--- config.mk ---
export PLATFORM = sky130hd
export DESIGN_NAME = mag_cmp_seq
export DESIGN_NICKNAME = d
export VERILOG_FILES = /design/src/rtl/mag_cmp_seq.sv
export SDC_FILE = /design/constraint.sdc
export NUM_CORES = 1
export LEC_CHECK = 0
export BUFFER_PORTS_ARGS = -buffer_cell sky130_fd_sc_hd__buf_2
export CORE_UTILIZATION = 40
export CTS_CLUSTER_SIZE = 8
export DETAILED_ROUTE_END_ITERATION = 10
export HOLD_SLACK_MARGIN = 0.05
export PLACE_DENSITY_LB_ADDON = 0.1
export SETUP_SLACK_MARGIN = 0.2
export SYNTH_ARGS = -nofsm -noshare
export SYNTH_HDL_FRONTEND = slang
export SYNTH_SLANG_ARGS = --single-unit
--- constraint.sdc ---
create_clock -name clk -period 4.6 [get_ports clk]
set_clock_uncertainty 0.15 [all_clocks]
set_input_delay 0.46 -clock clk [delete_from_list [all_inputs] [get_ports clk]]
set_output_delay 0.46 -clock clk [all_outputs]
set_load 0.005 [all_outputs]
--- src/rtl/mag_cmp_seq.sv ---
// Sequential unsigned magnitude comparator: walks 2-bit slices MSB-first through
// one shared 2-bit compare stage, stopping at the first unequal slice.
module mag_cmp_seq #(
  parameter int WIDTH = 8,
  parameter int CW    = 4
) (
  input  logic             clk,
  input  logic             rst_n,
  input  logic             in_valid,
  output logic             in_ready,
  input  logic [WIDTH-1:0] a,
  input  logic [WIDTH-1:0] b,
  output logic             out_valid,
  input  logic             out_ready,
  output logic             gt,
  output logic             eq,
  output logic             lt,
  output logic [CW-1:0]    cycles
);

  localparam int NSLICE = WIDTH / 2;
  localparam int IW     = (NSLICE > 1) ? $clog2(NSLICE) : 1;
  localparam logic [IW-1:0] IDX_TOP = IW'(NSLICE - 1);

  typedef enum logic [1:0] {
    S_IDLE = 2'd0,
    S_CMP  = 2'd1,
    S_DONE = 2'd2
  } state_t;

  state_t           state_q, state_d;
  logic [WIDTH-1:0] a_q, a_d;
  logic [WIDTH-1:0] b_q, b_d;
  logic [IW-1:0]    idx_q, idx_d;
  logic [CW-1:0]    cycles_q, cycles_d;
  logic             gt_q, gt_d;
  logic             eq_q, eq_d;
  logic             lt_q, lt_d;
  logic [1:0]       sa_s, sb_s;

  // Slice select depends only on registered operands and the slice index.
  assign sa_s = 2'(a_q >> {idx_q, 1'b0});
  assign sb_s = 2'(b_q >> {idx_q, 1'b0});

  // Next-state and datapath update for the IDLE/CMP/DONE sequence.
  always_comb begin
    state_d  = state_q;
    a_d      = a_q;
    b_d      = b_q;
    idx_d    = idx_q;
    cycles_d = cycles_q;
    gt_d     = gt_q;
    eq_d     = eq_q;
    lt_d     = lt_q;
    case (state_q)
      S_IDLE: begin
        if (in_valid) begin
          a_d      = a;
          b_d      = b;
          idx_d    = IDX_TOP;
          cycles_d = '0;
          state_d  = S_CMP;
        end else begin
          state_d  = S_IDLE;
        end
      end
      S_CMP: begin
        cycles_d = cycles_q + CW'(1);
        if (sa_s > sb_s) begin
          {gt_d, eq_d, lt_d} = 3'b100;
          state_d            = S_DONE;
        end else if (sa_s < sb_s) begin
          {gt_d, eq_d, lt_d} = 3'b001;
          state_d            = S_DONE;
        end else if (idx_q == '0) begin
          {gt_d, eq_d, lt_d} = 3'b010;
          state_d            = S_DONE;
        end else begin
          idx_d              = idx_q - IW'(1);
          state_d            = S_CMP;
        end
      end
      S_DONE: begin
        // Cycle count survives the handshake; only the flags are cleared.
        if (out_ready) begin
          {gt_d, eq_d, lt_d} = 3'b000;
          state_d            = S_IDLE;
        end else begin
          state_d            = S_DONE;
        end
      end
      default: begin
        {gt_d, eq_d, lt_d} = 3'b000;
        state_d            = S_IDLE;
      end
    endcase
  end

  // State and datapath registers with synchronous active-low reset.
  always_ff @(posedge clk) begin
    if (!rst_n) begin
      state_q  <= S_IDLE;
      a_q      <= '0;
      b_q      <= '0;
      idx_q    <= IDX_TOP;
      cycles_q <= '0;
      gt_q     <= 1'b0;
      eq_q     <= 1'b0;
      lt_q     <= 1'b0;
    end else begin
      state_q  <= state_d;
      a_q      <= a_d;
      b_q      <= b_d;
      idx_q    <= idx_d;
      cycles_q <= cycles_d;
      gt_q     <= gt_d;
      eq_q     <= eq_d;
      lt_q     <= lt_d;
    end
  end

  assign in_ready  = (state_q == S_IDLE);
  assign out_valid = (state_q == S_DONE);
  assign gt        = gt_q;
  assign eq        = eq_q;
  assign lt        = lt_q;
  assign cycles    = cycles_q;

endmodule

Word-level counts from Yosys, hierarchy flattened. Cells that the tools add are included.

Register bits after elaboration: 27. Input bits: 20. Output and inout port bits: 9.

Add/subtract/negate cells: 2. Order comparisons: 2. Equal/unequal tests: 8. Shifts and indexed selects: 2. Multiplexer cells: 25. Bitwise gates (word level): 1. Reductions and logical operators: 7.

Operators with widths (count): $mux W2 (8); $shr A8 B3 Y2 (2); $mux W1 (10); $pmux W1 S3 (3); $ne A2 B2 Y1 const B (4); $pmux W4 S2 (1); $pmux W2 S3 (1); $reduce_and A5 Y1 (1); $add A4 B1 Y4 const B (1); $logic_not A2 Y1 (2); $mux W4 (1); $ne A4 B4 Y1 const B (1); $pmux W2 S2 (1); $reduce_and A2 Y1 (2); $reduce_and A3 Y1 (1); $eq A2 B1 Y1 const B (1); $eq A2 B2 Y1 const B (1); $gt A2 B2 Y1 (1); $lt A2 B2 Y1 (1); $ne A2 B1 Y1 const B (1); $reduce_bool A2 Y1 (1); $sub A2 B1 Y2 const B (1); $not A1 Y1 (1).

Longest topological paths before layout.
Word-level depth: 5. Depth in mapped cells: 8.

Worst setup path after synthesis. Ideal clock, no wire load.

Path type: register -> register. Start: register idx_q[0]. End: register idx_q[0]. Setup time: 122 ps. Arrival: 2048 ps. Data required time: 4328 ps. Setup slack: 2280 ps. Cell stages (with the launch flop): 8. Period minus slack after synthesis: 2320 ps. Cells stage by stage: dfxtp_1 -> clkbuf_1 -> mux4_2 -> ha_1 -> nand2_1 -> nor4_4 -> and3_1 -> a31oi_1.

Cells in the longest elaborated chain, start to end: 5. Elaborated cells on any way between the ends: 14.

RTL lines: from (decl) (line 34) `logic [IW-1:0] idx_q, idx_d;`; from (signal assigned) (line 114) `idx_q <= idx_d;`; branches (longest 5 deep; another with $lt A2 B2 Y1).

Parallel ways; which one is timed is not known. The select of a mux whose other input is x is not followed. A chain may end at the register's enable or synchronous reset.

Worst setup path after layout.
Start: register idx_q[0]. End: register lt_q, in the netlist lt.

Cells in the longest elaborated chain, start to end: 5. Elaborated cells on any way between the ends: 10.

RTL lines: $shr A8 B3 Y2 (on tied branches) (line 42, 43); $lt A2 B2 Y1 (line 72) `end else if (sa_s < sb_s) begin`; $mux W1 (line 72); $mux W1 (line 69) `if (sa_s > sb_s) begin`; $pmux W1 S3 (line 55) `case (state_q)`; to (signal assigned) (line 118) `lt_q <= lt_d;`; to (decl) (line 38) `logic lt_q, lt_d;`.

Several ways; a longest one is shown, not always the timed one.

==> metrics <==
Max-Cap Viols=0; pwr dens=about 340 nW/um^2; pre-CTS WS=about 2.2 ns; total wire length=between 2000 and 2500 um; Final setup viols=0; clock power share=22.2%; Post-Synth XOR/XNOR Area=0.720%; Boundary Pins=29; Slew headroom=53.2%; per-cell routed wire length=about 12 um; cts bufs inserted=3; Core Region=2830 sq um; ys async rst share=0%; clock-pin slew on the worst setup and hold paths=roughly 0.16 ns; dpl cells=just under 200; Post-Synth Adder-Cell Area=between 4 and 5%; Leak=~0.61 nW; critical-path maximum fanout=6; Worst VDD drop=roughly 0.17 mV; vias in the first global route=roughly 940; first-pass GRT wire length=4050 um; commonest non-fill, non-tap cell in the layout=nand2_1; Worst Path Arrival=approximately 2.5 ns; Die Span Y=57.1 um; hold-fix buffers at CTS=0; synthesized area per cell=8.75 sq um; largest net degree at the start of global routing=26; fin area=roughly 1400 sq um; Worst setup EP type=flop; post_cts resized=0; drt pass-1 iters=7; failing checks=DRC; number of synthesized flops with an enable pin=0; startpoint types=flop; via count=between 1000 and 1500; Final Wtd Congestion=between 0.8 and 0.9; sequential cell area fraction in the yosys report=roughly 44%; FF-to-FF Start=idx_q[0]$_SDFFE_PN1P_; simple-gate share of the synthesized area=24.0%; Post-DRT Antenna Nets=0; placed wire-length estimate=around 1700 um; Sum Neg Setup Slack=0 ns; Synth Area in Compound Gates=15.0%; DR DRC count=2; Cell Int Power=around 0.33 mW; Final Hold Vio Count=0; final net count=191; status=finished, violations left; Pins Over Slew Limit=0; syn_nets=approximately 160; CTS Sinks=27; PortBufs=28; Post-Layout Cell Count=between 150 and 200; total grt overflow=0; Initial Util=between 40% and 50%; initial antenna violation count=0; part of the power in registers=between 50% and 60%; layout overhead on the synthesized area=15.4%; Die X=between 50 and 60 um; CTS tree=done; postcts setup bufs=0; CP Capture Point=lt$_SDFFE_PN0P_; Req. time, crit path=~4.7 ns; RSZ-0062 raised after global routing=no; reg-to-reg endpoint=lt$_SDFFE_PN0P_; CTS H-tree depth=1; FP Rows=19; Overall Power=about 0.48 mW; Post-Syn Instances=roughly 140; vias per cell=5.17; Synth Register Bits=27; Worst Slack Setup Final=approximately 2.2 ns; placed instance area=between 1000 and 1500 sq um; die area=around 3300 sq um; Unique masters post-synth=32; Hold Worst Slack=0.182 ns; worst reg2reg path depth=6; Syn. warnings=0; most frequent cells in the layout=nand2_1, buf_2, dfxtp_1; buffer depth of the longest clock path=2; root buffer selected by CTS=clkbuf_4; Comb pwr share=between 20 and 25%; R2R setup slack=2.21 ns; Tightest Pin Transition=roughly 0.7 ns; clock latency on the worst-skew pair=between 0.3 and 0.4 ns; ANT cells=0; f_max=around 420 MHz; crit path from=idx_q[0]$_SDFFE_PN1P_; critical path class=reg -> reg; Final period util=51.9%; Tmin final=2.39 ns; largest family of logic cells by synthesized area=simple AND/OR/NAND/NOR gates; multiplexer area fraction after synthesis=about 7.4%; Main synth FF type=dfxtp_1; mapped cell area=approximately 1200 sq um; share of cells above drive strength 1=between 20% and 30%; fin util=49.6%; initial drt markers=21; switching pwr=0.149 mW; Sw Share=30.9%; GRT Total Usage=15.9%; Hold WC Path Type=in -> reg
## power by group through the flow
stage,registers [mW],logic (mW),clock network (mW)
after floorplan,0.268,0.0845,0
after global placement,0.273,0.107,0
after detailed placement,0.274,0.108,0
after CTS,0.268,0.108,0.112
after global routing,0.271,0.121,0.118
final,0.268,0.107,0.107
## how the worst min path moves through the flow
stage | start | endpoint | slack (ns) | cells after the start
after floorplan | a_q[2]$_SDFFE_PN0P_ | a_q[2]$_SDFFE_PN0P_ | 0.28 | 2
after global placement | b_q[5]$_SDFFE_PN0P_ | b_q[5]$_SDFFE_PN0P_ | 0.29 | 2
final | b[5] | b_q[5]$_SDFFE_PN0P_ | 0.18 | 3
after global routing | a[6] | a_q[6]$_SDFFE_PN0P_ | 0.18 | 3
after detailed placement | b_q[5]$_SDFFE_PN0P_ | b_q[5]$_SDFFE_PN0P_ | 0.30 | 2
after CTS | b[1] | b_q[1]$_SDFFE_PN0P_ | 0.17 | 3
## Yosys cell counts (all sizes together), types with 3 or more instances
cell,n,area share [%]
nor2b,3,1.5
mux4,4,7.4
a21oi,22,9.4
nor3,3,1.2
nand2,36,11
dfxtp,27,44
inv,4,1.2
o21ai,3,1.5
buf,3,1.9
clkbuf,3,0.93
ha,4,4.1
nor2,8,2.7
## routing by layer
| layer | GRT usage (%) | share of wire (%) | wire [um] |
|---|---|---|---|
| met1 | 20.2 | 48 | 1140 |
| met2 | 26.7 | 46 | 1080 |
| met3 | 2.27 | 4.0 | 94 |
| met4 | 7.32 | 1.4 | 34 |
| met5 | 0 | 0 | 0 |
## cells by family (layout without fill, tap and decap cells)
logic type,after synthesis,after routing
xor gates and xnor gates,1,1
buffers and inverters,11,38
adders and majority gates,4,4
AOI/OAI and AO/OA,32,32
DFF,27,27
and+or+nand+nor,60,60
muxes,4,4
## worst max-delay path: stages (launching register included)
cell      delay (ns)
dfxtp_1         0.51
mux4_2          0.55
ha_1            0.30
nand2_1         0.12
nor4_4          0.40
o211ai_1        0.17
o41ai_1         0.09
## registers in the layout, indices dropped and copies added (netlist names)
| name | cells |
|---|---|
| eq | 1 |
| idx_q | 2 |
| a_q | 8 |
| lt | 1 |
| b_q | 8 |
| cycles | 4 |
| state_q | 2 |
| gt | 1 |
## final cells by class
type	instances	area (sq um)
Inverter	5	18.8
Fill cell	297	1430
Sequential cell	27	541
Multi-Input combinational cell	101	628
Timing Repair Buffer	29	148
Clock inverter	1	7.51
Clock buffer	3	22.5
Tap cell	31	38.8
Note: power is estimated with default switching activity, not from simulation.
